<file path="src/rtl/fp_pkg.sv">
// Shared FP32 field widths, int16 limits and operand types for the FP32 -> int16 converter.
package fp_pkg;

  localparam int unsigned FP32_EXP_W  = 8;
  localparam int unsigned FP32_MANT_W = 23;
  localparam int unsigned FP32_BIAS   = 127;

  localparam logic signed [15:0] INT16_MAX = 16'sh7FFF;
  localparam logic signed [15:0] INT16_MIN = 16'sh8000;

  typedef struct packed {
    logic                   sign;
    logic [FP32_EXP_W-1:0]  exp;
    logic [FP32_MANT_W-1:0] mant;
  } fp32_t;

  typedef enum logic [1:0] {
    FP_ZERO,
    FP_NORM,
    FP_INF,
    FP_NAN
  } fp_class_e;

endpackage

</file>
<file path="src/rtl/fp32_unpack.sv">
// Combinational FP32 field split: sign, 24-bit significand with hidden bit, unbiased exponent
// and operand class. Denormals are classed as zero.
module fp32_unpack
  import fp_pkg::*;
(
  input  fp32_t                    fp_i,
  output logic                     sign_o,
  output logic [FP32_MANT_W:0]     mant24_o,
  output logic signed [9:0]        exp_unb_o,
  output fp_class_e                class_o
);

  always_comb begin
    sign_o    = fp_i.sign;
    mant24_o  = {|fp_i.exp, fp_i.mant};
    exp_unb_o = $signed({2'b00, fp_i.exp}) - $signed(10'(FP32_BIAS));
    class_o   = FP_NORM;
    if (fp_i.exp == '0) begin
      class_o = FP_ZERO;
    end else if (&fp_i.exp) begin
      class_o = (fp_i.mant == '0) ? FP_INF : FP_NAN;
    end
  end

endmodule

</file>
<file path="src/rtl/fp32_to_int16_converter.sv">
// Two-stage FP32 -> signed Q(15-FRAC_BITS).FRAC_BITS converter with valid/ready on both sides.
// Build option FP2I_ROUND_EN: round half away from zero; otherwise truncate toward zero.
module fp32_to_int16_converter
  import fp_pkg::*;
#(
  parameter int unsigned FRAC_BITS = 8
) (
  input  logic        clk,
  input  logic        rst_n,
  input  logic        in_valid,
  output logic        in_ready,
  input  logic [31:0] in_data,
  output logic        out_valid,
  input  logic        out_ready,
  output logic [15:0] out_data,
  output logic        out_sat,
  output logic        out_nan
);

`ifdef FP2I_ROUND_EN
  localparam bit RoundEn = 1'b1;
`else
  localparam bit RoundEn = 1'b0;
`endif

  fp32_t             in_fp;
  logic              u_sign;
  logic [23:0]       u_mant;
  logic signed [9:0] u_exp_unb;
  fp_class_e         u_class;

  assign in_fp = fp32_t'(in_data);

  fp32_unpack u_unpack (
    .fp_i      (in_fp),
    .sign_o    (u_sign),
    .mant24_o  (u_mant),
    .exp_unb_o (u_exp_unb),
    .class_o   (u_class)
  );

  logic s1_en, s2_en;

  logic              s1_valid_d, s1_valid_q;
  logic              s1_sign_d, s1_sign_q;
  logic [23:0]       s1_mant_d, s1_mant_q;
  logic signed [9:0] s1_shift_d, s1_shift_q;
  fp_class_e         s1_class_d, s1_class_q;

  logic        out_valid_d, out_valid_q;
  logic [15:0] out_data_d, out_data_q;
  logic        out_sat_d, out_sat_q;
  logic        out_nan_d, out_nan_q;

  // No skid buffer: upstream sees back-pressure in the same cycle.
  always_comb begin
    s2_en    = !out_valid_q || out_ready;
    s1_en    = !s1_valid_q || s2_en;
    in_ready = s1_en;
  end

  always_comb begin
    s1_valid_d = s1_valid_q;
    s1_sign_d  = s1_sign_q;
    s1_mant_d  = s1_mant_q;
    s1_shift_d = s1_shift_q;
    s1_class_d = s1_class_q;
    if (s1_en) begin
      s1_valid_d = in_valid;
      if (in_valid) begin
        s1_sign_d  = u_sign;
        s1_mant_d  = u_mant;
        // Binary point of mant24 sits 23 bits up; move it to FRAC_BITS.
        s1_shift_d = u_exp_unb + $signed(10'(FRAC_BITS)) - 10'sd23;
        s1_class_d = u_class;
      end
    end
  end

  logic [9:0]  rshift;
  logic [24:0] ext;
  logic [40:0] mag;
  logic        ovf;
  logic        mag_sat;
  logic [15:0] mag16;
  logic [15:0] conv;
  logic [15:0] res_data;
  logic        res_sat;
  logic        res_nan;

  always_comb begin
    rshift = 10'(-s1_shift_q);
    ext    = '0;
    mag    = '0;
    ovf    = 1'b0;
    if (!s1_shift_q[9]) begin
      // Any left shift past 17 exceeds the 41-bit window and is far beyond int16 anyway.
      if (s1_shift_q > 10'sd17) begin
        ovf = 1'b1;
      end else begin
        mag = {17'b0, s1_mant_q} << s1_shift_q[4:0];
      end
    end else if (rshift < 10'd25) begin
      // Extra LSB below the significand lands on the guard bit after the shift.
      ext = {s1_mant_q, 1'b0} >> rshift;
      mag = {17'b0, ext[24:1]} + 41'(RoundEn & ext[0]);
    end

    mag_sat = ovf || (s1_sign_q ? (mag > 41'd32768) : (mag > 41'd32767));
    mag16   = mag[15:0];
    conv    = s1_sign_q ? (16'd0 - mag16) : mag16;

    res_data = '0;
    res_sat  = 1'b0;
    res_nan  = 1'b0;
    unique case (s1_class_q)
      FP_NAN: begin
        res_nan = 1'b1;
      end
      FP_INF: begin
        res_data = s1_sign_q ? INT16_MIN : INT16_MAX;
        res_sat  = 1'b1;
      end
      FP_ZERO: begin
        res_data = '0;
      end
      default: begin
        res_sat  = mag_sat;
        res_data = mag_sat ? (s1_sign_q ? INT16_MIN : INT16_MAX) : conv;
      end
    endcase
  end

  always_comb begin
    out_valid_d = out_valid_q;
    out_data_d  = out_data_q;
    out_sat_d   = out_sat_q;
    out_nan_d   = out_nan_q;
    if (s2_en) begin
      out_valid_d = s1_valid_q;
      if (s1_valid_q) begin
        out_data_d = res_data;
        out_sat_d  = res_sat;
        out_nan_d  = res_nan;
      end
    end
  end

  always_ff @(posedge clk) begin
    if (!rst_n) begin
      s1_valid_q  <= 1'b0;
      s1_sign_q   <= 1'b0;
      s1_mant_q   <= '0;
      s1_shift_q  <= '0;
      s1_class_q  <= FP_ZERO;
      out_valid_q <= 1'b0;
      out_data_q  <= '0;
      out_sat_q   <= 1'b0;
      out_nan_q   <= 1'b0;
    end else begin
      s1_valid_q  <= s1_valid_d;
      s1_sign_q   <= s1_sign_d;
      s1_mant_q   <= s1_mant_d;
      s1_shift_q  <= s1_shift_d;
      s1_class_q  <= s1_class_d;
      out_valid_q <= out_valid_d;
      out_data_q  <= out_data_d;
      out_sat_q   <= out_sat_d;
      out_nan_q   <= out_nan_d;
    end
  end

  assign out_valid = out_valid_q;
  assign out_data  = out_data_q;
  assign out_sat   = out_sat_q;
  assign out_nan   = out_nan_q;

endmodule

</file>
<file path="config.mk">
export PLATFORM = sky130hd
export DESIGN_NAME = fp32_to_int16_converter
export DESIGN_NICKNAME = d
export VERILOG_FILES = /design/src/rtl/fp_pkg.sv /design/src/rtl/fp32_unpack.sv /design/src/rtl/fp32_to_int16_converter.sv
export SDC_FILE = /design/constraint.sdc
export NUM_CORES = 1
export LEC_CHECK = 0
export ABC_CLOCK_PERIOD_IN_PS = 5100
export CORE_ASPECT_RATIO = 0.6
export CORE_MARGIN = 5
export CORE_UTILIZATION = 35
export DETAILED_ROUTE_END_ITERATION = 7
export GPL_ROUTABILITY_DRIVEN = 0
export PLACE_DENSITY_LB_ADDON = 0.3
export RECOVER_POWER = 25
export SLEW_MARGIN = 10
export SYNTH_ARGS = -nofsm -noshare
export SYNTH_HDL_FRONTEND = slang
export SYNTH_SLANG_ARGS = --single-unit
</file>
<file path="constraint.sdc">
create_clock -name clk -period 5.1 [get_ports clk]
set_input_delay 1.53 -clock clk [delete_from_list [all_inputs] [get_ports clk]]
set_output_delay 1.53 -clock clk [all_outputs]
set_load 0.05 [all_outputs]
</file>
==> summary.txt, run 1 <==
Status
  – Status: complete, but fails checks
  – Failing checks: max-capacitance violations, max-slew violations

Power and ir drop
  – Sw frac: 43.0%
  – Sequential Power Share: 26.1%
  – P_int: 1.18 mW
  – Lkg Pwr: 2.89 nW
  – Switching Power: 0.889 mW
  – Share of total power in combinational logic: 44.1%
  – PwrDens: 253 nW/µm²
  – Peak supply drop: 130 µV
  – Clk pwr share: 29.8%

Global routing
  – Gr usage total: 21.2%
  – Vias in the first global route: 6743
  – Largest net degree at the start of global routing: 71
  – Global-route wire length before repair: 40200 µm
  – Remaining global-route overflow: 0
  – Initial antenna violation count: 0

Clock network
  – Clk buf depth: 2
  – Clk sinks: 57
  – Hold buffer count at CTS: 0
  – Latest clock arrival within the worst-skew pair: 0.35 ns
  – PostCTS Resize Cnt: 0
  – Worst-path clk slew: 0.06 ns
  – H-tree levels: 3
  – Total CTS buffers: 9
  – Root buffer cell: clkbuf_16
  – Post-CTS Setup Inserts: 0
  – CTS tree: yes

Flow run
  – # Max-Cap Violations: 1

Timing
  – Fin crit share: 92.7%
  – Fin Clk Skew: 0.0127 ns
  – Slew margin rel.: -7.00%
  – Final count of hold timing violations: 0
  – Unrepaired setup endpoints after global routing: no
  – Fin crit period: 4.73 ns
  – Max Fclk: 212 MHz
  – Worst-Margin Slew: 1.60 ns
  – Hold Worst Slack: 0.480 ns
  – Endpoints failing setup: 0
  – Fin. max-slew vios: 40
  – Setup TNS Final: 0 ns

Synthesis
  – Sequential area share after synthesis: 15.8%
  – #FFs+latches synth: 57
  – Synth area leaders: dfxtp_1 (16%), mux4_2 (13%), mux2i_1 (6.1%)
  – Yosys cell types: 94
  – Post-Syn Instances: 872
  – Top cell type by total area after synthesis: dfxtp_1
  – Post-synth top cells: nand2_1 (117), dfxtp_1 (57), nor2_1 (53)
  – Post-synth EDFFs: 0
  – Top cell type's share of synthesized area: 15.8%
  – Most numerous cell in the Yosys netlist: nand2_1
  – Synth async-reset ratio: 0%
  – Mapped Nets: 916
  – Synth Warn #: 0
  – Main synth FF type: dfxtp_1
  – Average cell area after synthesis: 8.26 µm²
  – Mapped Area: 7200 µm²

Detailed routing
  – Via count: 7360
  – DRT Pass-1 Iters: 5
  – Drt drc: 0
  – Avg WL per Cell: 21.9 µm
  – Detail Route Antenna Nets: 0
  – Starting DRT DRC Count: 1033
  – Routed wire length: 25300 µm
  – Vias per inst: 6.37

Hold path
  – Hold path start: out_nan
  – Type of the tightest min-delay check: flop to flop
  – Hold Crit Endpoint: out_nan
  – Worst Hold Depth: 2

Critical path
  – Critical Path AT: 5.00 ns
  – Reg2Reg Depth: 15
  – Critical-path cell list: inv_1, ha_1, buf_4, mux2i_1, mux4_2, o32ai_1, a31oi_2, inv_1, ha_1, nor4_1, nand4_1, o211a_1, buf_4, or4_1, o211ai_1
  – Reg-to-reg startpoint: s1_shift_q[1]
  – Worst r2r dst: out_data[0]
  – WS Path Type: flop to flop
  – Critical path's slowest cell: ha_1
  – Crit Path Max Fanout: 18
  – CP max stage delay: 0.72 ns
  – Worst setup SP type: flop
  – Critical path required time: 5.37 ns
  – Crit end category: flop
  – Reg2Reg Setup Slack: 0.37 ns

Die
  – Height of the chip: 121 µm
  – Site Rows: 40
  – I/O pin cnt: 56
  – DIE AREA: 23600 µm²
  – Starting Density: 35.8%
  – Core Region: 20100 µm²
  – Die width: 195 µm

Final layout
  – Storage cell area: 1140 µm²
  – # diodes: 0
  – Final nets: 921
  – Area growth syn-to-layout: 13.3%
  – Layout cells sized above 1: 17.1%
  – Multi-input combinational cell area: 5590 µm²
  – Filler cells: 2128

Placed design
  – # port buffers: 55
  – Final HPWL DP: 18900 µm
## metrics by stage
step                      total power [mW]  utilization [%]  std cells  cell area [µm²]  setup WS, ns
after global placement                1.43             39.2       1139             7880         0.562
after CTS                             2.05             40.6       1155             8170         0.509
final                                 2.07             40.5       1155             8160         0.373
after detailed placement              1.42             39.2       1139             7880         0.531
after global routing                  2.16             40.5       1155             8160        0.0612
after floorplan                       1.19                -        872             7200         0.667
## cells in the final DEF, fill, tap and decap left out, types with 14 or more instances in the layout
cell and instances:
nor2_1 53, mux4_2 41, o21ai_0 41, clkdlybuf4s50_1 53, dfxtp_1 55, nand3_1 17, a21oi_1 35, a21boi_0 33
mux2_2 33, buf_4 19, mux2i_1 44, a31oi_1 15, nor3_1 20, inv_1 14, nand2_1 117, xnor2_1 14
## critical path: cells and delay by family, from the launching register on
| family | cells | cell delay, ns |
|---|---|---|
| flip-flops | 1 | 0.39 |
| buffers and inverters | 4 | 0.74 |
| AND/OR/NAND/NOR | 3 | 0.88 |
| adder cells (fa/ha/maj) | 2 | 0.92 |
| AO/OA/AOI/OAI | 4 | 0.88 |
| multiplexers | 2 | 0.83 |
## power by group through the flow
stage / logic [mW] / registers [mW] / clock network [mW]
2_1_floorplan: 0.640 / 0.552 / 0
3_3_place_gp: 0.878 / 0.548 / 0
3_5_place_dp: 0.877 / 0.548 / 0
4_1_cts: 0.883 / 0.538 / 0.624
5_1_grt: 0.969 / 0.545 / 0.646
6_report: 0.911 / 0.540 / 0.615
## worst max path at each step
stage / from / to / slack, ns / cells past startpoint
after floorplan: s1_shift_q[0] / out_data[0] / 0.67 / 18
after global placement: out_ready / in_ready / 0.56 / 4
after detailed placement: out_ready / in_ready / 0.53 / 4
after CTS: s1_shift_q[1] / out_data[0] / 0.51 / 15
after global routing: s1_shift_q[1] / out_data[10] / 0.06 / 15
final: s1_shift_q[1] / out_data[0] / 0.37 / 15
## sequential cells by signal (all words and copies together), names as in the netlist
| register | count |
|---|---|
| s1_mant_q | 24 |
| out_nan | 1 |
| s1_sign_q | 1 |
| s1_class_q | 2 |
| out_sat | 1 |
| s1_valid_q | 1 |
| out_valid | 1 |
| s1_shift_q | 10 |
| out_data | 16 |
## area by class of cell
type / count / area share [%]
multi-input combinational: 715 / 68.5
tap: 273 / 4.19
clock buffer: 9 / 2.76
clock inverter: 7 / 0.752
inverter: 16 / 0.736
timing repair buffer: 78 / 9.08
sequential: 57 / 14.0
## logic make-up (layout without fill, tap and decap cells)
| logic type | Yosys count | after routing | synth area share [%] |
|---|---|---|---|
| simple gates | 311 | 311 | 21.9 |
| mux | 120 | 120 | 24.4 |
| compound gates | 255 | 255 | 27.2 |
| xor+xnor | 20 | 20 | 2.54 |
| flops | 57 | 57 | 15.8 |
| fa+ha+maj | 9 | 9 | 1.53 |
| buf+inv | 100 | 110 | 6.59 |
## layer usage
| layer | GRT usage [%] | vias up | share of wire [%] |
|---|---|---|---|
| met4 | 4.10 | 0 | 1.6 |
| met1 | 33.0 | 3509 | 48 |
| met3 | 8.66 | 46 | 14 |
| li1 | - | 3350 | - |
| met5 | 0 | - | 0 |
| met2 | 26.5 | 455 | 37 |
No activity file was read; power rests on OpenSTA's default activity.
==> run 2: changes to the inputs <==
--- a/config.mk
+++ b/config.mk
@@ -6,12 +6,12 @@
 export NUM_CORES = 1
 export LEC_CHECK = 0
 export ABC_CLOCK_PERIOD_IN_PS = 5100
-export CORE_ASPECT_RATIO = 0.6
+export CORE_ASPECT_RATIO = 0.8
 export CORE_MARGIN = 5
 export CORE_UTILIZATION = 35
 export DETAILED_ROUTE_END_ITERATION = 7
 export GPL_ROUTABILITY_DRIVEN = 0
-export PLACE_DENSITY_LB_ADDON = 0.3
+export PLACE_DENSITY = 0.59
 export RECOVER_POWER = 25
 export SLEW_MARGIN = 10
 export SYNTH_ARGS = -nofsm -noshare
==> run 2 against run 1 <==
  * Hold slack lost 0.014 ns
  * Register-to-register slack better by 0.30 ns
  * Sequential share of layout area hardly changed
  * First-iteration DRC count decreased by 13%
  * Worst setup slack better by 0.054 ns
  * Final cell count is 0.43% lower
  * The flow still finishes with violations (max-capacitance violations, max-slew violations)
  * Wire length shrank 7.8%
  * Maximum frequency rose by 1.1%
  * Combinational power decreased by 2.9%
  * Clock skew shrank 0.0049 ns
  * Largest cell class unchanged
  * Global-route usage shrank 1.8 points
==> summary.txt, run 2 (synthesized netlist as in run 1, its figures left out) <==
Clock network
  – Clk buf depth: 2
  – Total CTS buffers: 9
  – H-tree levels: 3
  – Root buffer cell: clkbuf_16
  – Latest clock arrival within the worst-skew pair: 0.34 ns
  – PostCTS Resize Cnt: 0
  – CTS tree: yes
  – Hold buffer count at CTS: 0
  – Worst-path clk slew: 0.05 ns
  – Post-CTS Setup Inserts: 0
  – Clk sinks: 57

Critical path
  – Reg-to-reg startpoint: s1_shift_q[1]
  – Reg2Reg Depth: 15
  – Worst r2r dst: out_data[0]
  – Crit end category: output port
  – Reg2Reg Setup Slack: 0.67 ns
  – Critical path launch point: out_ready
  – Critical Path AT: 3.14 ns
  – WS Path Type: input port to output port
  – Crit Path Max Fanout: 5
  – Critical path required time: 3.57 ns
  – Worst setup SP type: input port

Timing
  – Worst-Margin Slew: 1.61 ns
  – Final count of hold timing violations: 0
  – Max Fclk: 214 MHz
  – Setup TNS Final: 0 ns
  – Fin crit period: 4.67 ns
  – Endpoints failing setup: 0
  – Unrepaired setup endpoints after global routing: no
  – Fin. max-slew vios: 40
  – Fin Clk Skew: 0.00781 ns
  – Fin crit share: 91.6%
  – Slew margin rel.: -7.11%

Final layout
  – Commonest non-fill, non-tap cell in the layout: nand2_1
  – # diodes: 0
  – Layout cells sized above 1: 16.9%
  – Final non-filler cell total: 1150
  – Top reg by flops: s1_mant_q
  – Largest register FFs: 24
  – Area growth syn-to-layout: 13.1%
  – Final nets: 920
  – Most frequent cells in the layout: nand2_1 (117), dfxtp_1 (55), nor2_1 (53), clkdlybuf4s50_1 (53), mux2i_1 (44)

Status
  – Status: complete, but fails checks
  – Failing checks: max-capacitance violations, max-slew violations

Detailed routing
  – Avg WL per Cell: 20.3 µm
  – Drt drc: 0
  – Detail Route Antenna Nets: 0
  – DRT Pass-1 Iters: 5
  – Via count: 7224
  – Vias per inst: 6.28
  – Starting DRT DRC Count: 897
  – Routed wire length: 23300 µm

Die
  – Starting Density: 35.2%
  – Core Region: 20500 µm²
  – DIE AREA: 23600 µm²
  – I/O pin cnt: 56
  – Site Rows: 47
  – Die width: 170 µm
  – Height of the chip: 138 µm

Global routing
  – Remaining global-route overflow: 0
  – Initial antenna violation count: 0
  – Gr usage total: 19.3%
  – Vias in the first global route: 6615
  – Largest net degree at the start of global routing: 59
  – Global-route wire length before repair: 37200 µm

Power and ir drop
  – Lkg Pwr: 2.90 nW
  – PwrDens: 255 nW/µm²
  – Peak supply drop: 165 µV

Flow run
  – # Max-Cap Violations: 1

Placed design
  – Final HPWL DP: 17300 µm
  – Post-Place Cells: 1134
  – # port buffers: 55

Hold path
  – Hold Crit Endpoint: out_nan
  – Worst Hold Depth: 2
  – Type of the tightest min-delay check: flop to flop
  – Hold path start: out_nan
-- run 2: changes by cell type in the layout (fill, tap and decap cells not counted), sizes merged --
| cell | previous run | this run |
|---|---|---|
| clkbuf | 11 | 12 |
| inv | 19 | 15 |
| clkinv | 2 | 4 |
| buf | 21 | 20 |
| bufinv | 0 | 2 |
| clkinvlp | 2 | 1 |
-- run 2: worst max path at each step --
stage	to	slack, ns	cells past startpoint
after floorplan	out_data[0]	0.67	18
after global placement	in_ready	0.57	4
after detailed placement	in_ready	0.55	4
after CTS	in_ready	0.55	4
after global routing	out_data[0]	0.32	15
final	in_ready	0.43	4
-- run 2: where the power goes --
group	internal, mW	switching (mW)
registers	0.478	0.0613
clock network	0.425	0.225
logic	0.358	0.527
total	1.26	0.814
-- run 2: per-stage QoR --
stage / utilization (%) / hold slack (ns) / worst slack [ns] / cell area (µm²) / power [mW]
floorplan: - / 0.481 / 0.667 / 7200 / 1.19
global placement: 38.3 / 0.461 / 0.569 / 7840 / 1.41
detailed placement: 38.3 / 0.462 / 0.550 / 7840 / 1.41
CTS: 39.8 / 0.470 / 0.546 / 8150 / 2.06
global route: 39.8 / 0.484 / 0.316 / 8150 / 2.18
finish: 39.8 / 0.465 / 0.427 / 8150 / 2.07
-- run 2: worst max-delay path, stage by stage --
cell and delay (ns):
dlygate4sd3_1 0.53, nor2b_1 0.24, nand2_1 0.12, clkdlybuf4s50_1 0.72
-- run 2: per-layer routing --
metal  vias up  global-route usage, %  wire length [µm]
met5         -                      0                 0
met4         0                   6.09               607
met3        47                   4.59              2190
met2       382                   26.6              9730
met1      3449                   29.5             10800
li1       3346                      -                 -
-- run 2: final cells by class --
class	count	area (µm²)
Sequential cell	57	1140
Tap cell	269	337
Clock inverter	6	82.6
Clock buffer	10	229
Inverter	16	60.1
Multi-Input combinational cell	715	5590
Timing Repair Buffer	77	708
Fill cell	2125	12300
==> run 3: changes to the inputs <==
--- a/config.mk
+++ b/config.mk
@@ -9,9 +9,11 @@
 export CORE_ASPECT_RATIO = 0.8
 export CORE_MARGIN = 5
 export CORE_UTILIZATION = 35
+export CTS_BUF_LIST = sky130_fd_sc_hd__clkbuf_2 sky130_fd_sc_hd__clkbuf_4 sky130_fd_sc_hd__clkbuf_8
 export DETAILED_ROUTE_END_ITERATION = 7
+export DONT_BUFFER_PORTS = 1
 export GPL_ROUTABILITY_DRIVEN = 0
-export PLACE_DENSITY = 0.59
+export PLACE_DENSITY = 0.56
 export RECOVER_POWER = 25
 export SLEW_MARGIN = 10
 export SYNTH_ARGS = -nofsm -noshare
==> run 3 against run 2 <==
  * The flow now finishes without violations
  * Critical endpoint is now out_data[15]
  * Hold slack got worse by 0.0026 ns
  * Clock power fell by 29%
  * Via count fell by 3.0%
  * Clock-buffer cell count rose by 4
  * Worst setup slack got worse by 0.055 ns
  * First-iteration DRC count fell by 12%
  * Flip-flop and latch count did not move
  * Sequential power rose by 8.0%
  * Non-clock buffer count fell by 54
  * Clock skew fell by 0.0020 ns
  * Utilization fell by 3.1 points
  * Register-to-register slack got worse by 0.30 ns
==> summary.txt, run 3 (synthesized netlist as in run 1, its figures left out) <==
Detailed routing
  – Via count: 7004
  – DRT Pass-1 Iters: 6
  – Starting DRT DRC Count: 790
  – Vias per inst: 6.39
  – Avg WL per Cell: 21.6 µm
  – Routed wire length: 23600 µm
  – Detail Route Antenna Nets: 0
  – Drt drc: 0

Clock network
  – Total CTS buffers: 9
  – H-tree levels: 3
  – Hold buffer count at CTS: 0
  – Clk sinks: 57
  – Clk buf depth: 2
  – Root buffer cell: clkbuf_8
  – Post-CTS Setup Inserts: 0
  – CTS tree: yes
  – PostCTS Resize Cnt: 0
  – Worst-path clk slew: 0.06 ns
  – Latest clock arrival within the worst-skew pair: 0.36 ns

Timing
  – Endpoints failing setup: 0
  – Setup TNS Final: 0 ns
  – Max Fclk: 211 MHz
  – Fin Clk Skew: 0.00580 ns
  – Fin crit share: 92.7%
  – Worst-Margin Slew: 0.742 ns
  – Slew margin rel.: 50.5%
  – Fin crit period: 4.73 ns
  – Final count of hold timing violations: 0
  – Unrepaired setup endpoints after global routing: no
  – Fin. max-slew vios: 0

Global routing
  – Largest net degree at the start of global routing: 51
  – Global-route wire length before repair: 37400 µm
  – Remaining global-route overflow: 0
  – Gr usage total: 19.7%
  – Vias in the first global route: 6449
  – Initial antenna violation count: 0

Critical path
  – Worst r2r dst: out_data[15]
  – WS Path Type: flop to flop
  – Crit Path Max Fanout: 36
  – Critical Path AT: 5.02 ns
  – CP Buf/Inv Count: 3
  – Delay-heaviest family, CP: compound AO/OA/AOI/OAI gates
  – Reg-to-reg startpoint: s1_shift_q[0]
  – Critical-path cell list: buf_4, buf_4, or2_2, nor4_4, a311oi_4, nor2_1, a21oi_1, ha_1, nand4_1, nor3_1, o211a_1, buf_4, nand3_1, a31oi_1
  – Worst setup SP type: flop
  – Reg2Reg Setup Slack: 0.37 ns
  – Critical path's slowest cell: o211a_1
  – Critical path required time: 5.39 ns
  – Reg2Reg Depth: 14
  – Cell mode on critical path: buf_4
  – CP max stage delay: 0.58 ns
  – Crit end category: flop

Die
  – DIE AREA: 23600 µm²
  – Core Region: 20500 µm²
  – Starting Density: 35.2%
  – I/O pin cnt: 56
  – Die width: 170 µm
  – Height of the chip: 138 µm
  – Site Rows: 47

Final layout
  – Filler cells: 2163
  – Area growth syn-to-layout: 4.36%
  – Commonest non-fill, non-tap cell in the layout: nand2_1
  – Final nets: 866
  – Layout cells sized above 1: 18.6%
  – # diodes: 0
  – Top reg by flops: s1_mant_q
  – Finished Cell Area: 7510 µm²
  – Most frequent cells in the layout: nand2_1 (117), dfxtp_1 (54), nor2_1 (53), mux2i_1 (44)
  – Final core utilization: 36.7%
  – Largest register FFs: 24
  – Final non-filler cell total: 1096

Hold path
  – Hold Crit Endpoint: s1_sign_q
  – Hold path start: s1_sign_q
  – Type of the tightest min-delay check: flop to flop
  – Worst Hold Depth: 2

Placed design
  – Area post-placement: 7300 µm²
  – # port buffers: 0
  – Post-Place Cells: 1080
  – Final HPWL DP: 17600 µm

Power and ir drop
  – Lkg Pwr: 2.67 nW
  – Peak supply drop: 170 µV
  – PwrDens: 244 nW/µm²

Status
  – Status: complete, no violations

Flow run
  – # Max-Cap Violations: 0
## run 3: changes by cell type in the layout (fill, tap and decap cells not counted), sizes merged
cell / before / now
clkinv: 4 / 2
clkbuf: 12 / 14
clkinvlp: 1 / 0
bufinv: 2 / 1
buf: 20 / 23
dlygate4sd3: 2 / 0
clkdlybuf4s50: 53 / 0
## run 3: area by class of cell
cell class | count | area, µm² | share of cell area (%)
Clock inverter | 2 | 35.0 | 0.466
Clock buffer | 14 | 180 | 2.40
Timing Repair Buffer | 23 | 173 | 2.30
Tap cell | 269 | 337 | 4.48
Sequential cell | 57 | 1140 | 15.2
Multi-Input combinational cell | 715 | 5590 | 74.3
Inverter | 16 | 60.1 | 0.799
## run 3: how the worst max path moves through the flow
stage                  startpoint           end  slack [ns]  cells past startpoint
floorplan           s1_shift_q[0]   out_data[0]        0.67                     18
global placement    s1_shift_q[0]  out_data[11]        0.63                     12
detailed placement  s1_shift_q[0]  out_data[11]        0.51                     14
CTS                 s1_shift_q[0]  out_data[11]        0.49                     14
global route        s1_shift_q[0]  out_data[15]        0.07                     14
finish              s1_shift_q[0]  out_data[15]        0.37                     14
## run 3: per-stage QoR
step	setup WS (ns)	total power, mW	hold slack, ns
floorplan	0.667	1.19	0.481
global placement	0.626	1.36	0.453
detailed placement	0.512	1.36	0.461
CTS	0.487	1.82	0.470
global route	0.0736	1.93	0.500
finish	0.372	1.83	0.463
## run 3: worst min-delay path, delay by kind of cell (launching register included)
family | cells | cell delay, ns
compound gates | 1 | 0.06
flops | 1 | 0.31
simple gates | 1 | 0.05
## run 3: per-layer routing
metal / vias to the layer above / global-route usage, % / wire length [µm]
met5: - / 0 / 0
met1: 3375 / 28.5 / 10800
met3: 53 / 6.36 / 2270
met2: 345 / 27.4 / 9980
met4: 0 / 6.51 / 624
li1: 3231 / - / -
## run 3: where the power goes
group	total [mW]	switching, mW	internal [mW]
combinational	0.789	0.472	0.317
clock	0.460	0.184	0.276
sequential	0.582	0.105	0.477
total	1.83	0.760	1.07
